[config.mk]
export PLATFORM = sky130hd
export DESIGN_NAME = fetch_unit
export DESIGN_NICKNAME = d
export VERILOG_FILES = /design/src/rtl/fetch_unit_pkg.sv /design/src/rtl/fetch_ea_calc.sv /design/src/rtl/fetch_unit.sv
export SDC_FILE = /design/constraint.sdc
export NUM_CORES = 1
export LEC_CHECK = 0
export CORE_AREA = 2 2 88 90
export CTS_CLUSTER_SIZE = 8
export DETAILED_ROUTE_END_ITERATION = 10
export DIE_AREA = 0 0 90 92
export MAX_ROUTING_LAYER = met4
export PLACE_DENSITY_LB_ADDON = 0.05
export SLEW_MARGIN = 20
export SYNTH_ARGS = -nofsm -noshare
export SYNTH_HDL_FRONTEND = slang
export SYNTH_SLANG_ARGS = --single-unit
[constraint.sdc]
create_clock -name clk -period 3.4 [get_ports clk]
set_input_delay 0.68 -clock clk [delete_from_list [all_inputs] [get_ports clk]]
set_output_delay 0.68 -clock clk [all_outputs]
set_load 0.005 [all_outputs]
[src/rtl/fetch_unit_pkg.sv]
// rtl/fetch_unit_pkg.sv - addressing-mode encodings, fetch FSM states and operand-count helper (HALT exists only with FETCH_ILLEGAL_TRAP_EN)
package fetch_unit_pkg;

  // Addressing mode lives in opcode[4:2]
  localparam logic [2:0] AM3_ZPG   = 3'b001;
  localparam logic [2:0] AM3_IMM   = 3'b010;
  localparam logic [2:0] AM3_ABS   = 3'b011;
  localparam logic [2:0] AM3_ZPG_X = 3'b101;
  localparam logic [2:0] AM3_ABS_Y = 3'b110;
  localparam logic [2:0] AM3_ABS_X = 3'b111;

  typedef enum logic [2:0] {
    FETCH_OP = 3'd0,
    FETCH_LO = 3'd1,
    FETCH_HI = 3'd2,
`ifdef FETCH_ILLEGAL_TRAP_EN
    ISSUE    = 3'd3,
    HALT     = 3'd4
`else
    ISSUE    = 3'd3
`endif
  } fetch_state_e;

  // Number of operand bytes that follow an opcode with the given mode
  function automatic logic [1:0] operand_count(input logic [2:0] mode);
    case (mode)
      AM3_IMM, AM3_ZPG, AM3_ZPG_X:   operand_count = 2'd1;
      AM3_ABS, AM3_ABS_X, AM3_ABS_Y: operand_count = 2'd2;
      default:                       operand_count = 2'd0;
    endcase
  endfunction

endpackage

[src/rtl/fetch_ea_calc.sv]
// rtl/fetch_ea_calc.sv - combinational effective-address adder for the fetch unit
module fetch_ea_calc
  import fetch_unit_pkg::*;
#(
  parameter int REG_WIDTH  = 8,
  parameter int ADDR_WIDTH = 16
) (
  input  logic [2:0]            mode,
  input  logic [REG_WIDTH-1:0]  lo,
  input  logic [REG_WIDTH-1:0]  hi,
  input  logic [REG_WIDTH-1:0]  x_reg,
  input  logic [REG_WIDTH-1:0]  y_reg,
  input  logic [ADDR_WIDTH-1:0] operand_pc,
  output logic [ADDR_WIDTH-1:0] ea
);

  logic [REG_WIDTH-1:0]  zpx_lo;
  logic [ADDR_WIDTH-1:0] abs_base;

  // Zero-page indexing wraps inside page 0; absolute indexing carries into the high byte
  always_comb begin
    zpx_lo   = lo + x_reg;
    abs_base = ADDR_WIDTH'({hi, lo});
    ea       = '0;
    case (mode)
      AM3_IMM:   ea = operand_pc;
      AM3_ZPG:   ea = ADDR_WIDTH'(lo);
      AM3_ZPG_X: ea = ADDR_WIDTH'(zpx_lo);
      AM3_ABS:   ea = abs_base;
      AM3_ABS_X: ea = abs_base + ADDR_WIDTH'(x_reg);
      AM3_ABS_Y: ea = abs_base + ADDR_WIDTH'(y_reg);
      default:   ea = '0;
    endcase
  end

endmodule

[src/rtl/fetch_unit.sv]
// rtl/fetch_unit.sv - opcode/operand fetch FSM issuing decoded instructions; FETCH_ILLEGAL_TRAP_EN enables the illegal-opcode trap
module fetch_unit
  import fetch_unit_pkg::*;
#(
  parameter int                    REG_WIDTH  = 8,
  parameter int                    ADDR_WIDTH = 16,
  parameter logic [ADDR_WIDTH-1:0] RESET_PC   = 16'h0000
) (
  input  logic                  clk,
  input  logic                  reset,
  output logic                  mem_re,
  output logic [ADDR_WIDTH-1:0] mem_addr,
  input  logic                  mem_valid,
  input  logic [REG_WIDTH-1:0]  mem_rdata,
  input  logic [REG_WIDTH-1:0]  x_reg,
  input  logic [REG_WIDTH-1:0]  y_reg,
  output logic [REG_WIDTH-1:0]  instruction,
  output logic [ADDR_WIDTH-1:0] addr,
  output logic                  instruction_ready,
  input  logic                  instruction_done,
  output logic [ADDR_WIDTH-1:0] pc,
  output logic                  illegal
);

  fetch_state_e          state_q, state_d;
  logic [ADDR_WIDTH-1:0] pc_q, pc_d;
  logic [REG_WIDTH-1:0]  instruction_q, instruction_d;
  logic [ADDR_WIDTH-1:0] addr_q, addr_d;
  logic [REG_WIDTH-1:0]  lo_q, lo_d;
  logic [ADDR_WIDTH-1:0] pc_inc;
  logic [ADDR_WIDTH-1:0] ea;
  logic [REG_WIDTH-1:0]  ea_lo;
  logic                  fetch_req;

  assign pc_inc = pc_q + ADDR_WIDTH'(1);
  // In FETCH_LO the low byte is still on the bus; in FETCH_HI it was latched earlier
  assign ea_lo  = (state_q == FETCH_HI) ? lo_q : mem_rdata;

  fetch_ea_calc #(
    .REG_WIDTH (REG_WIDTH),
    .ADDR_WIDTH(ADDR_WIDTH)
  ) u_ea_calc (
    .mode      (instruction_q[4:2]),
    .lo        (ea_lo),
    .hi        (mem_rdata),
    .x_reg     (x_reg),
    .y_reg     (y_reg),
    .operand_pc(pc_q),
    .ea        (ea)
  );

`ifdef FETCH_ILLEGAL_TRAP_EN
  logic illegal_q, illegal_d;
`endif

  // Next-state, datapath updates and Moore outputs of the fetch FSM
  always_comb begin
    state_d           = state_q;
    pc_d              = pc_q;
    instruction_d     = instruction_q;
    addr_d            = addr_q;
    lo_d              = lo_q;
    fetch_req         = 1'b0;
    instruction_ready = 1'b0;
`ifdef FETCH_ILLEGAL_TRAP_EN
    illegal_d         = illegal_q;
`endif
    case (state_q)
      FETCH_OP: begin
        fetch_req = 1'b1;
        if (mem_valid) begin
          instruction_d = mem_rdata;
          pc_d          = pc_inc;
          if (operand_count(mem_rdata[4:2]) == 2'd0) begin
            addr_d  = '0;
            state_d = ISSUE;
          end else begin
            state_d = FETCH_LO;
          end
`ifdef FETCH_ILLEGAL_TRAP_EN
          if (mem_rdata[1:0] == 2'b11) begin
            illegal_d = 1'b1;
            addr_d    = '0;
            state_d   = HALT;
          end
`endif
        end
      end
      FETCH_LO: begin
        fetch_req = 1'b1;
        if (mem_valid) begin
          lo_d = mem_rdata;
          pc_d = pc_inc;
          if (operand_count(instruction_q[4:2]) == 2'd1) begin
            addr_d  = ea;
            state_d = ISSUE;
          end else begin
            state_d = FETCH_HI;
          end
        end
      end
      FETCH_HI: begin
        fetch_req = 1'b1;
        if (mem_valid) begin
          pc_d    = pc_inc;
          addr_d  = ea;
          state_d = ISSUE;
        end
      end
      ISSUE: begin
        instruction_ready = 1'b1;
        if (instruction_done) begin
          state_d = FETCH_OP;
        end
      end
`ifdef FETCH_ILLEGAL_TRAP_EN
      HALT: begin
        state_d = HALT;
      end
`endif
      default: begin
        state_d = FETCH_OP;
      end
    endcase
  end

  // State and datapath registers; reset abandons any read in flight
  always_ff @(posedge clk or posedge reset) begin
    if (reset) begin
      state_q       <= FETCH_OP;
      pc_q          <= RESET_PC;
      instruction_q <= '0;
      addr_q        <= '0;
      lo_q          <= '0;
    end else begin
      state_q       <= state_d;
      pc_q          <= pc_d;
      instruction_q <= instruction_d;
      addr_q        <= addr_d;
      lo_q          <= lo_d;
    end
  end

`ifdef FETCH_ILLEGAL_TRAP_EN
  // Sticky trap flag, cleared only by reset
  always_ff @(posedge clk or posedge reset) begin
    if (reset) begin
      illegal_q <= 1'b0;
    end else begin
      illegal_q <= illegal_d;
    end
  end
  assign illegal = illegal_q;
`else
  assign illegal = 1'b0;
`endif

  // Read request is masked while reset is held so the bus is quiet immediately
  assign mem_re      = fetch_req & ~reset;
  assign mem_addr    = pc_q;
  assign instruction = instruction_q;
  assign addr        = addr_q;
  assign pc          = pc_q;

endmodule

==> metrics.txt, run 1 <==
# TYPE chip_impl_metric gauge
chip_impl_info{name="run_status",value="finished, final reports clean"} 1
chip_impl_metric{name="cts_buffer_depth",unit=""} 2
chip_impl_metric{name="ys_async_sr_fraction",unit=""} 1.000
chip_impl_metric{name="drc",unit=""} 0
chip_impl_info{name="start_kind",value="register"} 1
chip_impl_metric{name="drt_pre_antenna_iters",unit=""} 5
chip_impl_metric{name="ys_seq_area_frac",unit=""} 0.3510
chip_impl_metric{name="pwr-share-clk",unit=""} 0.120
chip_impl_metric{name="io_buffers",unit=""} 85
chip_impl_info{name="ys_dominant_reg_cell",value="sky130_fd_sc_hd__dfrtp_1"} 1
chip_impl_info{name="cts_tree",value="done"} 1
chip_impl_metric{name="routabilityCongestion",unit=""} 0.9255
chip_impl_metric{name="synth_nets",unit=""} 430
chip_impl_metric{name="post_drt_via_cell_ratio",unit=""} 5.603
chip_impl_metric{name="globalRouteOverflowTotal",unit=""} 0
chip_impl_metric{name="globalRouteTotalUtil",unit=""} 0.2559
chip_impl_metric{name="yosys_warnings",unit=""} 0
chip_impl_metric{name="dr.first_iter.drc_count",unit=""} 150
chip_impl_metric{name="die_x",unit="microns"} 90
chip_impl_metric{name="normalized_max_slew_margin",unit=""} 0.5537
chip_impl_metric{name="worst-slew-pin-transition",unit="ns"} 0.6624
chip_impl_metric{name="ioPinCount",unit=""} 87
chip_impl_metric{name="netlist_area",unit="sq mm"} 0.003565
chip_impl_metric{name="power.leakage",unit="nW"} 1.941
chip_impl_metric{name="h-tree-depth",unit=""} 2
chip_impl_metric{name="first_global_vias",unit=""} 3149
chip_impl_metric{name="comb_power_share",unit=""} 0.625
chip_impl_metric{name="area_growth_syn_to_layout",unit="%"} 29.34
chip_impl_info{name="cts_root_buf",value="sky130_fd_sc_hd__clkbuf_8"} 1
chip_impl_metric{name="grt_first_pass_wirelength",unit="microns"} 16330
chip_impl_metric{name="cts_sinks",unit=""} 50
chip_impl_info{name="timing.hold.worst.class",value="reg2reg"} 1
chip_impl_metric{name="cts_made_buffers",unit=""} 5
chip_impl_metric{name="ant_nets",unit=""} 0
chip_impl_metric{name="timing.critical_path.arrival",unit="ns"} 3.35
chip_impl_metric{name="initial_core_util",unit=""} 0.4787
chip_impl_info{name="cp_top_family",value="compound AO/OA/AOI/OAI gates"} 1
chip_impl_metric{name="fin_crit_period",unit="ns"} 3.167
chip_impl_metric{name="swShare",unit=""} 0.4249
chip_impl_metric{name="post_synth_num_cell_types",unit=""} 51
chip_impl_metric{name="die_h",unit="microns"} 92
chip_impl_metric{name="total_power",unit="mW"} 3.815
chip_impl_metric{name="antenna_found_initial",unit=""} 0
chip_impl_metric{name="irDropWorstVdd",unit="mV"} 0.3852
chip_impl_metric{name="clock_latency",unit="ns"} 0.31
chip_impl_metric{name="cts-resized-gates",unit=""} 0
chip_impl_info{name="critical_path.cell_chain",value="inv_1 > ha_1 > buf_4 > o21ai_0 > ha_1 > o21a_1 > o31a_1 > o211ai_1 > o211ai_1 > a222oi_1 > o21ai_0"} 1
chip_impl_metric{name="cts_hold_buf",unit=""} 0
chip_impl_info{name="setup.worst_path.class",value="reg2reg"} 1
chip_impl_metric{name="synthesis.area_per_instance",unit="sq um"} 9.381
chip_impl_metric{name="critPathRequiredTime",unit="ns"} 3.58
chip_impl_metric{name="timing_max_transition_violations_final",unit=""} 0
chip_impl_metric{name="number_of_instances_in_the_synthesized_netlist",unit=""} 380
chip_impl_metric{name="cts_setup_buffers",unit=""} 0
chip_impl_metric{name="dieArea",unit="sq mm"} 0.008280
chip_impl_metric{name="rows",unit=""} 32
chip_impl_metric{name="layout_worst_path_cycle_share",unit=""} 0.9315
chip_impl_metric{name="final_layout_size_suffix_gt1_frac",unit=""} 0.1299
chip_impl_metric{name="clk_transition_reported_paths",unit="ns"} 0.10
chip_impl_metric{name="p_int",unit="mW"} 2.194
chip_impl_metric{name="final_nets",unit=""} 511
chip_impl_metric{name="hold_slack",unit="ns"} 0.4816
chip_impl_metric{name="sequentialPowerShare",unit=""} 0.255
chip_impl_metric{name="skew_final",unit="ns"} 0.01114
chip_impl_metric{name="wl_per_cell",unit="microns"} 17.81
chip_impl_metric{name="maxClockFrequency",unit="GHz"} 0.3158
chip_impl_metric{name="p_per_area",unit="mW/mm^2"} 827.5
chip_impl_metric{name="grt_start_max_net_pins",unit=""} 27
chip_impl_metric{name="net-switching-power",unit="mW"} 1.621
chip_impl_metric{name="cp_slowest_stage_delay",unit="ns"} 0.53
chip_impl_metric{name="critical_path.max_fanout",unit=""} 7
chip_impl_info{name="setup.worst_path.end_class",value="register"} 1
chip_impl_metric{name="setup_viol",unit=""} 0
chip_impl_metric{name="core_area",unit="sq mm"} 0.007447
chip_impl_metric{name="report.final.hold_viol_count",unit=""} 0
chip_impl_metric{name="dp.final_hpwl",unit="microns"} 7823
chip_impl_metric{name="synth_edf_count",unit=""} 0
chip_impl_metric{name="number_of_max_cap_violations",unit=""} 0
chip_impl_metric{name="antenna_cells",unit=""} 0
chip_impl_metric{name="finish.utilization",unit=""} 0.6191
chip_impl_metric{name="routed-via-count",unit=""} 3160
chip_impl_info{name="setup_repair_after_global_routing_missed_its_margin",value="false"} 1
chip_impl_info{name="cpMaxStageDelayCell",value="sky130_fd_sc_hd__o21ai_0"} 1
chip_impl_metric{name="yosys_register_bits",unit=""} 50
chip_impl_metric{name="crit_buf_inv",unit=""} 2
chip_impl_metric{name="overall_routed_net_length",unit="microns"} 10040
==> layout make-up <==
| class | count | area [sq um] |
|---|---|---|
| Fill cell | 663 | 2836 |
| Multi-Input combinational cell | 288 | 2076 |
| Sequential cell | 50 | 1251 |
| Timing Repair Buffer | 103 | 985.9 |
| Tap cell | 102 | 127.6 |
| Clock buffer | 6 | 82.58 |
| Inverter | 13 | 48.80 |
| Clock inverter | 2 | 38.79 |
==> synthesized netlist by cell type, types with 2 or more instances <==
cell                       number  area [sq um]
sky130_fd_sc_hd__o21a_1         3         22.52
sky130_fd_sc_hd__xnor2_1       25         219.0
sky130_fd_sc_hd__o31ai_1        5         37.54
sky130_fd_sc_hd__mux2_2        30         337.8
sky130_fd_sc_hd__nand3_1       13         65.06
sky130_fd_sc_hd__a211oi_1       6         45.04
sky130_fd_sc_hd__a221oi_1       3         26.28
sky130_fd_sc_hd__a22o_1         4         35.03
sky130_fd_sc_hd__and2_1         3         18.77
sky130_fd_sc_hd__clkbuf_1       9         33.78
sky130_fd_sc_hd__dfrtp_1       50          1251
sky130_fd_sc_hd__ha_1          20         250.2
sky130_fd_sc_hd__and3_1         6         37.54
sky130_fd_sc_hd__nor2b_1        5         31.28
sky130_fd_sc_hd__fa_1           2         40.04
sky130_fd_sc_hd__o21ai_0       22         110.1
sky130_fd_sc_hd__o211ai_1       4         30.03
sky130_fd_sc_hd__nand2b_1       3         18.77
sky130_fd_sc_hd__nand2_1       35         131.4
sky130_fd_sc_hd__mux2i_1        9         90.09
sky130_fd_sc_hd__a21oi_1       14         70.07
sky130_fd_sc_hd__inv_1         12         45.04
sky130_fd_sc_hd__o21ai_1        7         35.03
sky130_fd_sc_hd__nor2_1        23         86.33
sky130_fd_sc_hd__o22ai_1        2         12.51
sky130_fd_sc_hd__buf_6          2         22.52
sky130_fd_sc_hd__nor3_1         7         35.03
sky130_fd_sc_hd__buf_4         17         127.6
sky130_fd_sc_hd__a22oi_1        7         52.55
sky130_fd_sc_hd__a21o_1         2         15.01
sky130_fd_sc_hd__nand4_1        5         31.28
sky130_fd_sc_hd__xor2_1         6         52.55
==> layout by cell type, fill, tap and decap left out, types with 4 or more instances in the layout <==
master / n
sky130_fd_sc_hd__o211ai_1: 4
sky130_fd_sc_hd__o21ai_1: 7
sky130_fd_sc_hd__clkdlybuf4s50_1: 85
sky130_fd_sc_hd__dfrtp_1: 50
sky130_fd_sc_hd__o31ai_1: 5
sky130_fd_sc_hd__xor2_1: 6
sky130_fd_sc_hd__o21ai_0: 22
sky130_fd_sc_hd__nor2b_1: 5
sky130_fd_sc_hd__buf_4: 18
sky130_fd_sc_hd__a22o_1: 4
sky130_fd_sc_hd__and3_1: 6
sky130_fd_sc_hd__nand2_1: 35
sky130_fd_sc_hd__mux2_2: 30
sky130_fd_sc_hd__nor2_1: 23
sky130_fd_sc_hd__a211oi_1: 6
sky130_fd_sc_hd__a22oi_1: 7
sky130_fd_sc_hd__clkbuf_8: 6
sky130_fd_sc_hd__xnor2_1: 25
sky130_fd_sc_hd__nand4_1: 5
sky130_fd_sc_hd__mux2i_1: 9
sky130_fd_sc_hd__ha_1: 20
sky130_fd_sc_hd__nor3_1: 7
sky130_fd_sc_hd__inv_1: 11
sky130_fd_sc_hd__nand3_1: 13
sky130_fd_sc_hd__a21oi_1: 14
==> worst paths after layout <==
kind,from,to,slack [ns],cells after the start
worst max-delay path,state_q[0],addr[6],0.23,11
worst max register to register,state_q[0],addr[6],0.23,11
min in group asynchronous,reset,addr[8],0.75,2
worst min register to register,addr[1],addr[1],0.48,2
max in group asynchronous,reset,lo_q[4],2.04,3
worst min-delay path,addr[1],addr[1],0.48,2
==> registers in the layout (all words and copies together) (netlist names) <==
signal	flops
addr	16
mem_addr	16
instruction	8
lo_q	8
state_q	2
==> per-stage QoR <==
stage	TNS, ns	instances	worst slack, ns	area [sq um]
4_1_cts	0	564	0.2681	4611
6_report	0	564	0.2330	4611
3_5_place_dp	-0.001792	556	-0.001792	4489
3_3_place_gp	-0.02974	556	-0.02974	4489
5_1_grt	0	564	0.07012	4611
2_1_floorplan	0	380	0.5241	3565
==> cell families (layout without fill, tap and decap cells) <==
family          after synthesis  in the layout  share of synthesized area
simple gates                108            108                     0.1460
fa+ha+maj                    22             22                    0.08143
flops                        50             50                     0.3510
other cells                   1              1                   0.001052
compound gates               87             87                     0.1576
xor+xnor                     31             31                    0.07617
mux                          39             39                     0.1200
buf+inv                      42            124                    0.06669
==> routing by layer <==
metal  up-vias  track usage  wire length, microns
met1      1497       0.3467                  4642
met3        17      0.04930                   715
met4         0      0.07179                   174
met5         -            -                     0
met2       141       0.3954                  4511
li1       1505            -                     -
==> power by group through the flow <==
stage / Combinational, mW / Clock, mW / Sequential [mW]
CTS: 2.37 / 0.466 / 0.976
finish: 2.38 / 0.459 / 0.974
detailed placement: 2.36 / 0 / 0.985
global route: 2.61 / 0.488 / 1.00
floorplan: 1.53 / 0 / 0.961
global placement: 2.35 / 0 / 0.979
==> tightest hold or removal path, cell delays in order, from the launching register on <==
cell and delay [ns]:
sky130_fd_sc_hd__dfrtp_1 0.35, sky130_fd_sc_hd__nand2_1 0.05, sky130_fd_sc_hd__o31ai_1 0.05
Power figures use the tool's default switching activity.
==> inputs of run 2 (changes only) <==
- GPL_TIMING_DRIVEN: default -> 1
==> results of run 2 <==
Final layout, timing and power as in run 1 (identical DEF).
==> inputs of run 3 (changes only) <==
--- a/config.mk
+++ b/config.mk
@@ -6,8 +6,9 @@
 export NUM_CORES = 1
 export LEC_CHECK = 0
-export CORE_AREA = 2 2 88 90
+export ABC_AREA = 1
+export CORE_AREA = 2 2 89 91
 export CTS_CLUSTER_SIZE = 8
 export DETAILED_ROUTE_END_ITERATION = 10
-export DIE_AREA = 0 0 90 92
+export DIE_AREA = 0 0 91 93
 export GPL_TIMING_DRIVEN = 1
 export MAX_ROUTING_LAYER = met4
==> constraint.sdc (replaced) <==
create_clock -name clk -period 3.4 [get_ports clk]
set_input_delay 0.68 -clock clk [delete_from_list [all_inputs] [get_ports clk]]
set_output_delay 0.68 -clock clk [all_outputs]
set_load 0.02 [all_outputs]
==> run 3 against run 2 <==
Net effect: global-route usage grew 2.6 points; highest routed layer unchanged; via count grew 20%; critical endpoint is now addr[12]; routed wire length rose by 14%.
==> metrics.txt, run 3 <==
# TYPE chip_impl_metric gauge
chip_impl_metric{name="yosys_warnings",unit=""} 0
chip_impl_metric{name="setup_tns",unit="ns"} 0
chip_impl_metric{name="antenna_found_initial",unit=""} 0
chip_impl_info{name="cts_root_buf",value="sky130_fd_sc_hd__clkbuf_8"} 1
chip_impl_metric{name="ys_async_sr_fraction",unit=""} 1.000
chip_impl_metric{name="worst-slew-pin-transition",unit="ns"} 0.7549
chip_impl_metric{name="postPlaceCellArea",unit="sq mm"} 0.004698
chip_impl_metric{name="ys_seq_area_frac",unit=""} 0.3331
chip_impl_metric{name="drt_pre_antenna_iters",unit=""} 5
chip_impl_info{name="cts_tree",value="done"} 1
chip_impl_metric{name="post_synth_num_cell_types",unit=""} 41
chip_impl_metric{name="power.leakage",unit="nW"} 2.420
chip_impl_info{name="setup.worst_path.class",value="reg2reg"} 1
chip_impl_metric{name="die_h",unit="microns"} 93
chip_impl_metric{name="final_layout_size_suffix_gt1_frac",unit=""} 0.07754
chip_impl_metric{name="critPathRequiredTime",unit="ns"} 3.61
chip_impl_info{name="critical_path.endpoint",value="addr[12]"} 1
chip_impl_info{name="synth_cell_count_leaders",value="sky130_fd_sc_hd__nand2_1 (193), sky130_fd_sc_hd__inv_1 (58), sky130_fd_sc_hd__dfrtp_1 (50)"} 1
chip_impl_metric{name="yosys_register_bits",unit=""} 50
chip_impl_metric{name="critical_path_cell_count",unit=""} 14
chip_impl_metric{name="number_of_max_cap_violations",unit=""} 0
chip_impl_metric{name="synthesis.area_per_instance",unit="sq um"} 7.047
chip_impl_metric{name="rows",unit=""} 32
chip_impl_info{name="layout.cells.most_common",value="sky130_fd_sc_hd__nand2_1"} 1
chip_impl_metric{name="report.final.hold_viol_count",unit=""} 0
chip_impl_metric{name="final_nets",unit=""} 668
chip_impl_metric{name="grt_start_max_net_pins",unit=""} 27
chip_impl_metric{name="ioPinCount",unit=""} 87
chip_impl_metric{name="setup_viol",unit=""} 0
chip_impl_metric{name="overall_routed_net_length",unit="microns"} 11450
chip_impl_metric{name="layout_worst_path_cycle_share",unit=""} 0.8944
chip_impl_metric{name="post_drt_via_cell_ratio",unit=""} 5.264
chip_impl_metric{name="die_x",unit="microns"} 91
chip_impl_metric{name="cp_slowest_stage_delay",unit="ns"} 0.54
chip_impl_metric{name="dp.final_hpwl",unit="microns"} 8935
chip_impl_metric{name="routabilityCongestion",unit=""} 1.018
chip_impl_metric{name="drc",unit=""} 0
chip_impl_metric{name="antenna_cells",unit=""} 0
chip_impl_metric{name="cts_buffer_depth",unit=""} 2
chip_impl_metric{name="h-tree-depth",unit=""} 2
chip_impl_metric{name="p_per_area",unit="mW/mm^2"} 804.0
chip_impl_metric{name="synth_edf_count",unit=""} 0
chip_impl_metric{name="netlist_area",unit="sq mm"} 0.003756
chip_impl_metric{name="grt_first_pass_wirelength",unit="microns"} 18180
chip_impl_metric{name="cts_sinks",unit=""} 50
chip_impl_metric{name="skew_final",unit="ns"} 0.01588
chip_impl_metric{name="synth.top_cell.area_share",unit=""} 0.3331
chip_impl_metric{name="initial_core_util",unit=""} 0.4990
chip_impl_metric{name="number_of_instances_in_the_synthesized_netlist",unit=""} 533
chip_impl_metric{name="globalRouteTotalUtil",unit=""} 0.2820
chip_impl_metric{name="wl_per_cell",unit="microns"} 15.88
chip_impl_info{name="netlist_top_cells_area",value="sky130_fd_sc_hd__dfrtp_1 (33%), sky130_fd_sc_hd__nand2_1 (19%), sky130_fd_sc_hd__ha_1 (6.7%)"} 1
chip_impl_info{name="synthDominantAreaCellType",value="sky130_fd_sc_hd__dfrtp_1"} 1
chip_impl_metric{name="sequential_cell_area",unit="sq mm"} 0.001251
chip_impl_metric{name="crit_buf_inv",unit=""} 2
chip_impl_metric{name="irDropWorstVdd",unit="mV"} 0.5370
chip_impl_info{name="final_cell_mix",value="sky130_fd_sc_hd__nand2_1 (193), sky130_fd_sc_hd__clkdlybuf4s50_1 (85), sky130_fd_sc_hd__inv_1 (57)"} 1
chip_impl_metric{name="timing.critical_path.arrival",unit="ns"} 3.25
chip_impl_metric{name="timing_max_transition_violations_final",unit=""} 0
chip_impl_metric{name="timing.reg2reg.setup_slack",unit="ns"} 0.36
chip_impl_info{name="post-synth-top-count-cell",value="sky130_fd_sc_hd__nand2_1"} 1
chip_impl_metric{name="multi_input_logic_area",unit="sq mm"} 0.002105
chip_impl_metric{name="first_global_vias",unit=""} 3529
chip_impl_info{name="setup.worst_path.end_class",value="register"} 1
chip_impl_metric{name="globalRouteOverflowTotal",unit=""} 0
chip_impl_metric{name="worst_slack",unit="ns"} 0.3592
chip_impl_metric{name="normalized_max_slew_margin",unit=""} 0.4949
chip_impl_metric{name="cts_made_buffers",unit=""} 5
chip_impl_info{name="timing.hold.worst.class",value="reg2reg"} 1
chip_impl_info{name="r2r-start",value="instruction[4]"} 1
chip_impl_metric{name="routed-via-count",unit=""} 3795
chip_impl_info{name="setup_repair_after_global_routing_missed_its_margin",value="false"} 1
chip_impl_metric{name="maxClockFrequency",unit="GHz"} 0.3289
chip_impl_metric{name="fin_crit_period",unit="ns"} 3.041
chip_impl_metric{name="final_area",unit="sq mm"} 0.004808
chip_impl_metric{name="cts-resized-gates",unit=""} 0
chip_impl_metric{name="clock_latency",unit="ns"} 0.32
chip_impl_metric{name="ant_nets",unit=""} 0
chip_impl_metric{name="dr.first_iter.drc_count",unit=""} 298
chip_impl_info{name="ys_dominant_reg_cell",value="sky130_fd_sc_hd__dfrtp_1"} 1
chip_impl_metric{name="worst-r2r-cell-count",unit=""} 14
chip_impl_info{name="startpoint",value="instruction[4]"} 1
chip_impl_metric{name="pre_cts_ws",unit="ns"} 0.1747
chip_impl_info{name="cp_top_family",value="simple AND/OR/NAND/NOR gates"} 1
chip_impl_info{name="start_kind",value="register"} 1
chip_impl_metric{name="io_buffers",unit=""} 85
chip_impl_info{name="r2r_end",value="addr[12]"} 1
chip_impl_metric{name="filler_cell_count",unit=""} 740
chip_impl_info{name="critical_path.cell_chain",value="nand3_1 > o21ai_0 > inv_1 > fa_1 > inv_1 > nand3_1 > nand3_1 > nand2_1 > nand2_1 > nand3_1 > nand3_1 > nand2_1 > nand2_1 > nand2_1"} 1
chip_impl_metric{name="critical_path.max_fanout",unit=""} 10
chip_impl_metric{name="area_growth_syn_to_layout",unit="%"} 28.01
chip_impl_metric{name="core_area",unit="sq mm"} 0.007527
chip_impl_info{name="cpMaxStageDelayCell",value="sky130_fd_sc_hd__dfrtp_1"} 1
chip_impl_metric{name="cts_setup_buffers",unit=""} 0
chip_impl_metric{name="dieArea",unit="sq mm"} 0.008463
chip_impl_info{name="run_status",value="finished, final reports clean"} 1
chip_impl_metric{name="cts_hold_buf",unit=""} 0
chip_impl_metric{name="clk_transition_reported_paths",unit="ns"} 0.10
chip_impl_metric{name="synth_nets",unit=""} 583
[run 3: changes by cell type after synthesis, moves of 7 or more]
cell / change
sky130_fd_sc_hd__xnor2_1: -19
sky130_fd_sc_hd__clkbuf_1: -7
sky130_fd_sc_hd__mux2i_1: -9
sky130_fd_sc_hd__o21ai_0: +7
sky130_fd_sc_hd__nand2_1: +158
sky130_fd_sc_hd__nand3_1: +33
sky130_fd_sc_hd__inv_1: +46
sky130_fd_sc_hd__mux2_2: -24
[run 3: worst min-delay path, stage by stage, from the launching register on]
cell and delay, ns:
sky130_fd_sc_hd__dfrtp_1 0.35, sky130_fd_sc_hd__nand2_1 0.05, sky130_fd_sc_hd__nand2_1 0.05
[run 3: cells by family after synthesis]
family                     share of synthesized area
and+or+nand+nor                               0.3251
buffers and inverters                         0.1066
muxes                                        0.01799
xor gates and xnor gates                     0.03498
other                                      0.0009984
adders and majority gates                    0.07728
AOI/OAI and AO/OA                             0.1039
DFF                                           0.3331
[run 3: final cells by class]
cell class                 count  area share
clock inverter                 2    0.007806
inverter                      61     0.04762
sequential                    50      0.2602
multi-input combinational    397      0.4377
tap                          102     0.02654
clock buffer                   6     0.01509
timing repair buffer         103      0.2050
[run 3: metal layers]
| layer | vias up | part of all wire | GRT usage | wire, microns |
|---|---|---|---|---|
| met5 | - | 0 | - | 0 |
| met4 | 0 | 0.025 | 0.08460 | 289 |
| met3 | 26 | 0.054 | 0.02820 | 617 |
| met2 | 127 | 0.45 | 0.4284 | 5135 |
| met1 | 1763 | 0.47 | 0.4030 | 5409 |
| li1 | 1879 | - | - | - |
[run 3: how the worst min path moves through the flow]
stage                        start        to  slack [ns]  cells past startpoint
after global routing      addr[15]  addr[15]        0.51                      2
after detailed placement   addr[7]   addr[7]        0.46                      2
after floorplan            lo_q[0]   lo_q[0]        0.45                      2
after CTS                  addr[7]   addr[7]        0.49                      2
final                      addr[7]   addr[7]        0.49                      2
after global placement     addr[4]   addr[4]        0.46                      2
[run 3: metrics by stage]
step / hold slack (ns) / power (mW) / std cells / util
global route: 0.5063 / 4.164 / 721 / 0.6388
floorplan: 0.4529 / 2.572 / 533 / -
detailed placement: 0.4638 / 3.401 / 713 / 0.6242
global placement: 0.4621 / 3.370 / 713 / 0.6242
finish: 0.4853 / 3.866 / 721 / 0.6388
CTS: 0.4895 / 3.851 / 721 / 0.6388
[run 3: power breakdown]
group	switching, mW	leakage, nW	total (mW)	internal, mW
Clock	0.222	0.0514	0.442	0.220
Combinational	1.47	1.72	2.42	0.952
Sequential	0.204	0.653	1.00	0.801
Total	1.89	2.42	3.87	1.97
==> edit 1: new RTL, flow settings as in run 3 <==
`REG_WIDTH` is set to 8 in 2 places; all go to 10.
--- a/src/rtl/fetch_ea_calc.sv
+++ b/src/rtl/fetch_ea_calc.sv
@@ -4,3 +4,3 @@
 #(
-  parameter int REG_WIDTH  = 8,
+  parameter int REG_WIDTH  = 10,
   parameter int ADDR_WIDTH = 16
--- a/src/rtl/fetch_unit.sv
+++ b/src/rtl/fetch_unit.sv
@@ -4,3 +4,3 @@
 #(
-  parameter int                    REG_WIDTH  = 8,
+  parameter int                    REG_WIDTH  = 10,
   parameter int                    ADDR_WIDTH = 16,
Interface: changed (resized instruction, mem_rdata, x_reg and y_reg); port bits go from 87 to 95. No check against the original RTL was run, so the function may have changed too.
==> edit 1 against run 3 <==
Setup slack lost 0.048 ns. Synthesized cell count grew 15%. Final area grew 13%. Via count grew 16%. Routed wire length grew 14%. Final cell count grew 12%. Count of clock-buffer cells in the layout shrank 1. Power grew 16%. Sequential cell count grew 4. Area after synthesis grew 15%. Global-route usage grew 4.2 points. Core utilization grew 8.1 points. First-iteration DRC count shrank 13%. Largest power group unchanged. Highest routed layer unchanged.
==> edit 1: results (changes against run 3) <==
[detailed_routing]
firstDrtPassIters=5  ; unchanged
dr_total_vias=4421  ; was 3,795
routed_wl_mm=13.09  ; was 11.45 mm
first_iter_violations=259  ; was 298

[worst_setup_path]
arrival_ns=3.35  ; was 3.25 ns
critPathMaxFanout=20  ; was 10
rr_worst_depth=16  ; was 14
max_stage_delay_ns=0.55
r2r_slack_ns=0.31  ; was 0.36 ns
rr_startpoint=state_q[0]  ; was instruction[4]
cp_slowest_cell=ha_1  ; was dfrtp_1
critPathCaptureType=register  ; unchanged
r2r_end=addr[6]  ; was addr[12]

[global_routing]
grt_pass1_wl_mm=21.15  ; was 18.18 mm
grtUsageTotal=0.3235  ; was 0.2820
grt_max_degree=55  ; was 27
antenna_found_initial=0  ; unchanged

[timing]
finalClockSkew_ns=0.01581  ; was 0.01588 ns
max-slew-margin-rel=0.5508  ; was 0.4949

[placement]
dpl.hpwl_mm=10.53  ; was 8.935 mm
gp_congestion=1.008  ; was 1.018
portBuffers=93  ; was 85

[finish]
finalNetCount=763  ; was 668
diodes=0  ; unchanged
fill_cells=653  ; was 740
drive_gt1_frac=0.08665  ; was 0.07754

[yosys]
yosysSeqAreaShare=0.3141  ; was 0.3331
async_reset_ff_frac=1.000  ; unchanged
synth.net_count=672  ; was 583
yosysUniqueCellTypes=42  ; was 41
yosys-top-cells-area=dfrtp_1, nand2_1, ha_1  ; unchanged
synth_flop_cell=dfrtp_1  ; unchanged
yosys-top-cells-count=nand2_1, inv_1, nand3_1  ; was nand2_1, inv_1, dfrtp_1

[power_and_ir_drop]
ir_drop_mv=0.6040  ; was 0.5370 mV
switching_share=0.5135  ; was 0.4896
leakage_uw=0.002753  ; was 0.002420 uW

[worst_hold_path]
hp-class=reg -> reg  ; unchanged
hold_depth=2  ; unchanged
hold_path_end=addr[4]  ; was addr[7]
hp-start=addr[4]  ; was addr[7]

[clocking]
numCtsBuffers=5  ; unchanged
cts_buffer_depth=2  ; unchanged
root_buffer=clkbuf_8  ; unchanged
clkTransAtPathRegs_ns=0.11
h-tree-depth=2  ; unchanged
insertion_delay_ns=0.32  ; about the same

[status]
outcome=finished clean  ; unchanged

## edit 1: cell type report
type,instances,area share
inverters,78,0.05403
clock inverters,3,0.005311
repair buffers,112,0.1981
well taps,102,0.02355
flip-flops and latches,54,0.2494
multi-input cells,452,0.4569
clock buffers,5,0.01270
## edit 1: power groups by stage
stage                     registers [uW]  clock network (uW)  logic, uW
after floorplan                     1260                   0       1780
after CTS                           1100                 403       2950
final                               1110                 403       2980
after detailed placement            1110                   0       2940
after global placement              1100                   0       2880
after global routing                1130                 428       3260
## edit 1: worst max-delay path by stage
stage                         startpoint       end  cells past startpoint
after global placement      mem_rdata[0]   addr[6]                     15
after CTS                 instruction[3]  addr[12]                     14
after detailed placement    mem_rdata[0]  addr[12]                     17
after floorplan               state_q[0]   addr[8]                     19
after global routing          state_q[0]   addr[8]                     18
final                         state_q[0]   addr[6]                     16
## edit 1: critical path: cells and delay by family (launching register included)
| family | cells | cell delay (ns) |
|---|---|---|
| compound gates | 1 | 0.10 |
| fa+ha+maj | 3 | 1.15 |
| buf+inv | 4 | 0.45 |
| flops | 1 | 0.42 |
| simple gates | 8 | 0.91 |
## edit 1: routing by layer
layer,track usage,up-vias,routed length [um]
met5,-,-,0
li1,-,2133,-
met1,0.4011,2029,5588
met3,0.04754,45,819
met4,0.1414,0,479
met2,0.5315,214,6201
## edit 1: what timing repair did
item                       in CTS  in global routing
setup buffers                   0                  0
resized for setup               0                  1
setup endpoints to repair       0                  5
## edit 1: cells by family after synthesis
logic type,after synthesis,share of synthesized area
AOI/OAI and AO/OA,80,0.1111
xor gates and xnor gates,16,0.03258
DFF,54,0.3141
other,1,0.0008718
and+or+nand+nor,321,0.3298
muxes,8,0.02094
adders and majority gates,26,0.07912
buffers and inverters,106,0.1114
## edit 1: metrics by stage
| step | worst slack (ns) | area (sq um) | hold slack [ns] | power (uW) | instances |
|---|---|---|---|---|---|
| CTS | 0.3013 | 5414 | 0.4927 | 4456 | 806 |
| finish | 0.3113 | 5419 | 0.4862 | 4491 | 806 |
| global route | 0.01702 | 5419 | 0.5211 | 4823 | 806 |
| detailed placement | 0.2024 | 5316 | 0.4645 | 4050 | 798 |
| global placement | 0.2684 | 5316 | 0.4633 | 3979 | 798 |
| floorplan | 0.7516 | 4302 | 0.4529 | 3037 | 612 |
==> edit 2: new RTL, flow settings as in run 3 <==
Made on the original files. The 4 states of `fetch_state_e` get a one-hot encoding in 4 bits.
--- a/src/rtl/fetch_unit_pkg.sv
+++ b/src/rtl/fetch_unit_pkg.sv
@@ -11,6 +11,6 @@
 
-  typedef enum logic [2:0] {
-    FETCH_OP = 3'd0,
-    FETCH_LO = 3'd1,
-    FETCH_HI = 3'd2,
+  typedef enum logic [3:0] {
+    FETCH_OP = 4'b0001,
+    FETCH_LO = 4'b0010,
+    FETCH_HI = 4'b0100,
 `ifdef FETCH_ILLEGAL_TRAP_EN
@@ -19,3 +19,3 @@
 `else
-    ISSUE    = 3'd3
+    ISSUE    = 4'b1000
 `endif
Behaviour: same outputs for any inputs over 4 cycles, from zero or initial values and one cycle with reset high; so few cycles prove little.
==> edit 2 against run 3 <==
Area after synthesis is 6.8% higher. Synthesized cell count is 8.1% higher. Sequential cell count is 2 higher. Clock power is 16% lower. Setup slack better by 0.19 ns. Power is 11% lower. Critical endpoint unchanged. Critical path type unchanged. Routed wire length is 2.9% higher. Final area is 4.1% higher. Die area stayed put. Highest routed layer unchanged. Largest cell class unchanged.
==> edit 2: results (changes against run 3) <==
[power_and_ir_drop]
leakage_uw=0.002547  ; was 0.002420 uW
ir_drop_mv=0.4752  ; was 0.5370 mV

[finish]
finalNetCount=702  ; was 668
fill_cells=723  ; was 740
buffer_area_frac=0.1895  ; was 0.2050
area.growth.synth_to_final_pct=24.70  ; was 28.01%
sh_seq_area=0.2603  ; was 0.2602
n_all_inverters=68  ; was 61
regArea_sq_mm=0.001303  ; was 0.001251 sq mm
multi_input_cells=430  ; was 397
multi_input_area_sq_mm=0.002275  ; was 0.002105 sq mm
drive_gt1_frac=0.08079  ; was 0.07754

[global_routing]
grtUsageTotal=0.2955  ; was 0.2820
grt_max_degree=53  ; was 27
grt_pass1_vias=4017  ; was 3,529
grt_pass1_wl_mm=19.42  ; was 18.18 mm

[yosys]
yosysUniqueCellTypes=42  ; was 41
yosys-top-cells-area=dfrtp_1, nand2_1, nand3_1  ; was dfrtp_1, nand2_1, ha_1
yosys-top-cells-count=nand2_1, inv_1, dfrtp_1, nand3_1, nor2_1  ; was nand2_1, inv_1, dfrtp_1
synth.net_count=623  ; was 583
postSynthAreaPerCell_sq_um=6.966  ; was 7.047 sq um
yosysSeqAreaShare=0.3246  ; was 0.3331

[timing]
holdWs_ns=0.4882  ; was 0.4853 ns
max-slew-margin-rel=0.5482  ; was 0.4949
finalClockSkew_ns=0.01232  ; was 0.01588 ns

[status]
outcome=finished clean  ; unchanged

[placement]
dpl.hpwl_mm=9.177  ; was 8.935 mm
gp_congestion=0.9240  ; was 1.018
place_area_sq_mm=0.004913  ; was 0.004698 sq mm

[detailed_routing]
post_drt_wl_per_cell_um=15.55  ; was 15.88 um
first_iter_violations=364  ; was 298
routed_wl_mm=11.79  ; was 11.45 mm

[worst_setup_path]
max_stage_delay_ns=0.46  ; was 0.54 ns
critPathMaxFanout=11  ; was 10

## edit 2: per-stage QoR
stage,setup slack (ns),power (uW)
CTS,0.5680,3428
floorplan,0.6429,2339
global route,0.2961,3692
detailed placement,0.3453,3048
finish,0.5518,3429
global placement,0.3510,3018
## edit 2: report_power, final
group          internal, uW  switching (uW)  leakage [uW]  total, uW
Combinational           807            1240       0.00184       2050
Clock                   147             224     0.0000445        371
Sequential              815             193      0.000665       1010
Total                  1770            1660       0.00255       3430
## edit 2: final timing paths
path                                start      endpoint  cells past startpoint
max                        instruction[2]      addr[12]                     15
min                               addr[2]       addr[2]                      2
max reg2reg                instruction[2]      addr[12]                     15
min reg2reg                       addr[2]       addr[2]                      2
max in group asynchronous           reset       addr[4]                      3
min in group asynchronous           reset  mem_addr[15]                      3
## edit 2: critical path: cells and delay by family (launching register included)
| family | cells | cell delay, ns |
|---|---|---|
| DFF | 1 | 0.46 |
| AOI/OAI and AO/OA | 1 | 0.46 |
| buffers and inverters | 3 | 0.32 |
| and+or+nand+nor | 10 | 1.06 |
| adders and majority gates | 1 | 0.44 |
## edit 2: logic make-up after synthesis
family,Yosys count,share of synthesized area
buf+inv,94,0.1085
other cells,1,0.0009346
flops,52,0.3246
xor+xnor,12,0.02619
compound gates,63,0.09168
fa+ha+maj,19,0.06299
simple gates,329,0.3683
mux,6,0.01684
## edit 2: routing by layer
metal  global-route usage  routed length, um  vias to the layer above
met1               0.3851               5110                     1875
met3              0.03948                904                       30
met4               0.1187                337                        0
li1                     -                  -                     2013
met5                    -                  0                        -
met2               0.4710               5436                      202
